## src/rtl/addsub_sequencer_if.sv

```systemverilog
// rtl/addsub_sequencer_if.sv - start/ready/done handshake and operand/result bundle for addsub_sequencer
interface addsub_sequencer_if #(
  parameter int NIBBLES = 4
);
  localparam int WIDTH = 4 * NIBBLES;

  logic             start;
  logic             sel;
  logic [WIDTH-1:0] a;
  logic [WIDTH-1:0] b;
  logic             ready;
  logic             busy;
  logic             done;
  logic [WIDTH-1:0] result;
  logic             co;
  logic             ovf;
  logic             zero;

  // Requesting side: control logic issuing operations
  modport master (
    output start, sel, a, b,
    input  ready, busy, done, result, co, ovf, zero
  );

  // Sequencer side
  modport slave (
    input  start, sel, a, b,
    output ready, busy, done, result, co, ovf, zero
  );
endinterface

```

## src/rtl/addsub_sequencer.sv

```systemverilog
// rtl/addsub_sequencer.sv - multi-nibble add/subtract sequencer over a single 4-bit step
module addsub_sequencer #(
  parameter int NIBBLES = 4
) (
  input  logic               clk,
  input  logic               rst,
  addsub_sequencer_if.slave  bus
);
  localparam int WIDTH = 4 * NIBBLES;
  localparam int IDXW  = (NIBBLES > 1) ? $clog2(NIBBLES) : 1;

  typedef enum logic [1:0] {IDLE, RUN, DONE} state_t;

  state_t            state_q;
  logic [IDXW-1:0]   idx_q;
  logic              carry_q;
  logic              msb_cin_q;
  logic              sel_q;
  logic [WIDTH-1:0]  a_q;
  logic [WIDTH-1:0]  b_q;
  logic [WIDTH-1:0]  work_q;
  logic [WIDTH-1:0]  result_q;
  logic              co_q;
  logic              ovf_q;
  logic              zero_q;
  logic              done_q;

  logic [3:0]        a_nib;
  logic [3:0]        b_nib;
  logic [4:0]        step_sum;
  logic              step_msb_cin;
  logic              last_step;

  // One nibble step of the shared 4-bit adder; b is inverted for subtraction
  always_comb begin
    a_nib        = a_q[{idx_q, 2'b00} +: 4];
    b_nib        = b_q[{idx_q, 2'b00} +: 4] ^ {4{sel_q}};
    step_sum     = {1'b0, a_nib} + {1'b0, b_nib} + {4'b0000, carry_q};
    // Carry into bit 3 of this nibble recovered from the sum bit and its operands
    step_msb_cin = step_sum[3] ^ a_nib[3] ^ b_nib[3];
    last_step    = (idx_q == IDXW'(NIBBLES - 1));
  end

  // Control FSM, nibble datapath and registered result/flags
  always_ff @(posedge clk or posedge rst) begin
    if (rst) begin
      state_q   <= IDLE;
      idx_q     <= '0;
      carry_q   <= 1'b0;
      msb_cin_q <= 1'b0;
      sel_q     <= 1'b0;
      a_q       <= '0;
      b_q       <= '0;
      work_q    <= '0;
      result_q  <= '0;
      co_q      <= 1'b0;
      ovf_q     <= 1'b0;
      zero_q    <= 1'b0;
      done_q    <= 1'b0;
    end else begin
      done_q <= 1'b0;
      case (state_q)
        IDLE: begin
          if (bus.start) begin
            a_q     <= bus.a;
            b_q     <= bus.b;
            sel_q   <= bus.sel;
            idx_q   <= '0;
            carry_q <= bus.sel;
            state_q <= RUN;
          end
        end
        RUN: begin
          work_q[{idx_q, 2'b00} +: 4] <= step_sum[3:0];
          carry_q <= step_sum[4];
          idx_q   <= idx_q + 1'b1;
          if (last_step) begin
            msb_cin_q <= step_msb_cin;
            state_q   <= DONE;
          end
        end
        DONE: begin
          // Results publish only here, so RUN never exposes a partial sum
          result_q <= work_q;
          co_q     <= carry_q;
          ovf_q    <= carry_q ^ msb_cin_q;
          zero_q   <= (work_q == '0);
          done_q   <= 1'b1;
          state_q  <= IDLE;
        end
        default: state_q <= IDLE;
      endcase
    end
  end

  assign bus.ready  = (state_q == IDLE);
  assign bus.busy   = (state_q == RUN);
  assign bus.done   = done_q;
  assign bus.result = result_q;
  assign bus.co     = co_q;
  assign bus.ovf    = ovf_q;
  assign bus.zero   = zero_q;
endmodule

```

## src/flat_wrapper.sv

```systemverilog
// flat-port wrapper written by rule: the top's interface ports become plain ports
module addsub_sequencer_flat 
#(
  parameter int NIBBLES = 4
)
  (clk, rst, bus_start, bus_sel, bus_a, bus_b, bus_ready, bus_busy, bus_done, bus_result, bus_co, bus_ovf, bus_zero);
  addsub_sequencer_if #(.NIBBLES(NIBBLES)) bus_i ();
  input  logic clk;
  input  logic rst;
  input wire logic [$bits(bus_i.start)-1:0] bus_start;
  input wire logic [$bits(bus_i.sel)-1:0] bus_sel;
  input wire logic [$bits(bus_i.a)-1:0] bus_a;
  input wire logic [$bits(bus_i.b)-1:0] bus_b;
  output wire logic [$bits(bus_i.ready)-1:0] bus_ready;
  output wire logic [$bits(bus_i.busy)-1:0] bus_busy;
  output wire logic [$bits(bus_i.done)-1:0] bus_done;
  output wire logic [$bits(bus_i.result)-1:0] bus_result;
  output wire logic [$bits(bus_i.co)-1:0] bus_co;
  output wire logic [$bits(bus_i.ovf)-1:0] bus_ovf;
  output wire logic [$bits(bus_i.zero)-1:0] bus_zero;
  assign bus_i.start = bus_start;
  assign bus_i.sel = bus_sel;
  assign bus_i.a = bus_a;
  assign bus_i.b = bus_b;
  assign bus_ready = bus_i.ready;
  assign bus_busy = bus_i.busy;
  assign bus_done = bus_i.done;
  assign bus_result = bus_i.result;
  assign bus_co = bus_i.co;
  assign bus_ovf = bus_i.ovf;
  assign bus_zero = bus_i.zero;
  addsub_sequencer #(.NIBBLES(NIBBLES)) u_core (.clk(clk), .rst(rst), .bus(bus_i));
endmodule
```

## config.mk

```make
export PLATFORM = sky130hd
export DESIGN_NAME = addsub_sequencer_flat
export DESIGN_NICKNAME = d
export VERILOG_FILES = /design/src/rtl/addsub_sequencer_if.sv /design/src/rtl/addsub_sequencer.sv /design/src/flat_wrapper.sv
export SDC_FILE = /design/constraint.sdc
export NUM_CORES = 1
export LEC_CHECK = 0
export CORE_MARGIN = 5
export CORE_UTILIZATION = 47
export CTS_CLUSTER_DIAMETER = 50
export DETAILED_ROUTE_END_ITERATION = 8
export HOLD_SLACK_MARGIN = 0.1
export PLACE_DENSITY = 0.75
export SLEW_MARGIN = 20
export SYNTH_ARGS = -nofsm -noshare
export SYNTH_HDL_FRONTEND = slang
export SYNTH_SLANG_ARGS = --single-unit
```

## constraint.sdc

```tcl
create_clock -name clk -period 2.85 [get_ports clk]
set_clock_uncertainty 0.2 [all_clocks]
set_input_delay 0.57 -clock clk [delete_from_list [all_inputs] [get_ports clk]]
set_output_delay 0.57 -clock clk [all_outputs]
set_load 0.01 [all_outputs]
```

==> metrics.md <==
| Metric | Value |
|---|---|
| H-tree depth | 3 |
| Number of global-route vias before repair | 2147 |
| Largest net degree at the start of global routing | 45 |
| Worst EP required | 2.88 ns |
| Sequential area share after synthesis | 0.566 |
| Worst-path clk slew | 0.07 ns |
| Setup TNS | 0 ns |
| Synth top area share | 0.566 |
| Syn Std Cell Area | 3320 um^2 |
| Chip Height | 94.0 um |
| Filler cells | 571 |
| Ratio of cells with drive above 1 in the final layout | 0.284 |
| Drt pass-1 iters | 4 |
| Vias post-DR | 2043 |
| Synth area leader | dfrtp_1 |
| Max Cap Viol | 0 |
| IO Count | 58 |
| Total Routing Usage GR | 0.152 |
| Type of origin of the critical path | register |
| Finished Cell Area | 4280 um^2 |
| Finished Layout Cells | 402 |
| Synth Instances | 233 |
| Area Overhead vs Synth | 28.9% |
| Period utilization | 0.963 |
| Maximum vdd ir drop | 0.647 mV |
| Clk_lat worst skew | 0.35 ns |
| Lkg Pwr | 1.90 nW |
| Detail Route Antenna Nets | 0 |
| Clock Tree Root | clkbuf_8 |
| Via/cell ratio | 5.08 |
| Overflow after GRT | 0 |
| # clock sinks | 75 |
| Final #Nets | 348 |
| Die ar. | 8830 um^2 |
| Diode count | 0 |
| FF-to-FF path depth | 7 |
| Initial drt markers | 42 |
| Ys Warns | 0 |
| Fin Hold WS | 0.284 ns |
| Fin. Hold Viols | 0 |
| Final Max Tran Viols | 0 |
| FF-to-FF Start | u_core.idx_q[0]$_DFFE_PP0P_ |
| Reg-to-Reg End | u_core.msb_cin_q$_DFFE_PP0P_ |
| Tightest Pin Transition | 0.905 ns |
| Mean area per synthesized cell | 14.2 um^2 |
| Initial antenna violation count | 0 |
| Total power | 5.55 mW |
| HP Class | input port to asynchronous set/reset pin |
| Commonest cells after routing, fill and taps aside | 74 x dfrtp_1, 57 x clkdlybuf4s50_1, 50 x mux2_2 |
| Ys flop type | dfrtp_1 |
| FF+latch count, synth | 75 |
| Cell Rows | 30 |
| Hold_buf cts | 0 |
| Power Dens Cells | 1300 nW/um^2 |
| Fmax | 365 MHz |
| Final GP Congestion | 0.774 |
| Distinct cells, synth | 31 |
| Min Clock Period, post-route | 2.74 ns |
| Most common cell after layout, fill and taps aside | dfrtp_1 |
| Bufs on Longest Clock Path | 2 |
| Residual DRC | 0 |
| Ranking of synthesized cells by area | dfrtp_1 57%, mux2_2 17%, mux4_2 4.8% |
| Crit path DAT | 2.77 ns |
| Initial Utilization | 0.485 |
| WL per Instance | 15.1 um |
| Post-synth EDFFs | 0 |
| PortBufs | 57 |
| FF+latch area | 1880 um^2 |
| First-pass GRT wire length | 10300 um |
| Largest fanout on the critical path | 5 |
| Final setup viols | 0 |
| Detailed placement HPWL | 4570 um |
| Post-synth ARST share | 1.00 |
| Routed WL | 6080 um |
| Slew headroom | 0.397 |
| Die Width | 94.0 um |
| CTS tree | built |
| Crit. End Element | register |
| Num CTS Buffers | 9 |
| Core area | 6830 um^2 |
| Outcome | complete, no violations |
| Flop2flop setup slack | 0.11 ns |
| Syn nets | 280 |
| Placed Instances | 385 |
| Placed cell area | 4060 um^2 |
| Area of the multi-input gates | 1360 um^2 |
| CP Class | register to register |
synth_stat cells (all sizes together), types with 3 or more instances:
library cell,count
mux4,8
inv,11
nand2,14
clkbuf,4
ha,9
mux2,50
xor2,5
xnor2,3
o21ai,9
a22o,12
dfrtp,75
buf,6
nor4,5
logic make-up (layout without fill, tap and decap cells):
logic type / count (synthesis) / count (layout) / synth area share
flip-flops: 75 / 75 / 0.566
multiplexers: 58 / 58 / 0.225
AND/OR/NAND/NOR: 30 / 30 / 0.0457
AO/OA/AOI/OAI: 28 / 28 / 0.0596
buffers and inverters: 22 / 95 / 0.0272
adder cells (fa/ha/maj): 11 / 11 / 0.0460
XOR/XNOR: 9 / 9 / 0.0302
cell type report:
class                   count  area share
flip-flops and latches     75       0.439
multi-input cells         136       0.317
repair buffers             67       0.157
clock buffers              13      0.0372
well taps                  96      0.0281
clock inverters             3      0.0108
inverters                  12      0.0105
worst max-delay path by stage:
stage / from / to / slack (ns) / cells after the start
floorplan: rst / u_core.idx_q[0]$_DFFE_PP0P_ / 0.002 / 1
global placement: u_core.idx_q[0]$_DFFE_PP0P_ / u_core.msb_cin_q$_DFFE_PP0P_ / 0.01 / 7
detailed placement: u_core.idx_q[0]$_DFFE_PP0P_ / u_core.msb_cin_q$_DFFE_PP0P_ / -0.12 / 7
CTS: u_core.idx_q[0]$_DFFE_PP0P_ / u_core.msb_cin_q$_DFFE_PP0P_ / 0.007 / 7
global route: u_core.idx_q[0]$_DFFE_PP0P_ / u_core.msb_cin_q$_DFFE_PP0P_ / -0.009 / 7
finish: u_core.idx_q[0]$_DFFE_PP0P_ / u_core.msb_cin_q$_DFFE_PP0P_ / 0.11 / 7
worst max-delay path: stages (launching register included):
cell	delay (ns)
dfrtp_2	0.42
mux4_2	0.54
xor2_2	0.18
ha_1	0.32
a21o_1	0.19
a21oi_2	0.18
xnor3_1	0.33
mux2_2	0.26
through the flow:
step,utilization,worst slack [ns]
after global placement,0.594,0.0109
after floorplan,-,0.00196
after global routing,0.626,-0.00859
after CTS,0.625,0.00681
after detailed placement,0.594,-0.119
final,0.626,0.107
registers in the layout, indices dropped and copies added, names as in the netlist:
| signal | cells |
|---|---|
| u_core.msb_cin_q | 1 |
| u_core.carry_q | 1 |
| u_core.bus.zero | 1 |
| u_core.bus.ovf | 1 |
| u_core.state_q | 2 |
| u_core.sel_q | 1 |
| u_core.idx_q | 2 |
| u_core.b_q | 16 |
| u_core.bus.done | 1 |
| u_core.work_q | 16 |
| u_core.a_q | 16 |
| u_core.bus.co | 1 |
| u_core.bus.result | 16 |
what timing repair did:
action,CTS,global route
endpoints found under the setup margin,1,1
resized for setup,2,1
buffers inserted,0,1
pin swaps,0,0
gates cloned,0,0
power breakdown:
part | switching [mW] | internal [mW] | total (mW)
sequential | 0.285 | 1.52 | 1.80
clock | 0.368 | 0.454 | 0.822
combinational | 1.32 | 1.61 | 2.93
routing by layer:
metal / vias to the layer above / GRT usage / wire length (um)
li1: 968 / - / -
met1: 1014 / 0.201 / 2780
met2: 52 / 0.238 / 2880
met3: 9 / 0.0489 / 337
met4: 0 / 0.0505 / 82
met5: - / 0 / 0
(Power assumes the default switching activity.)
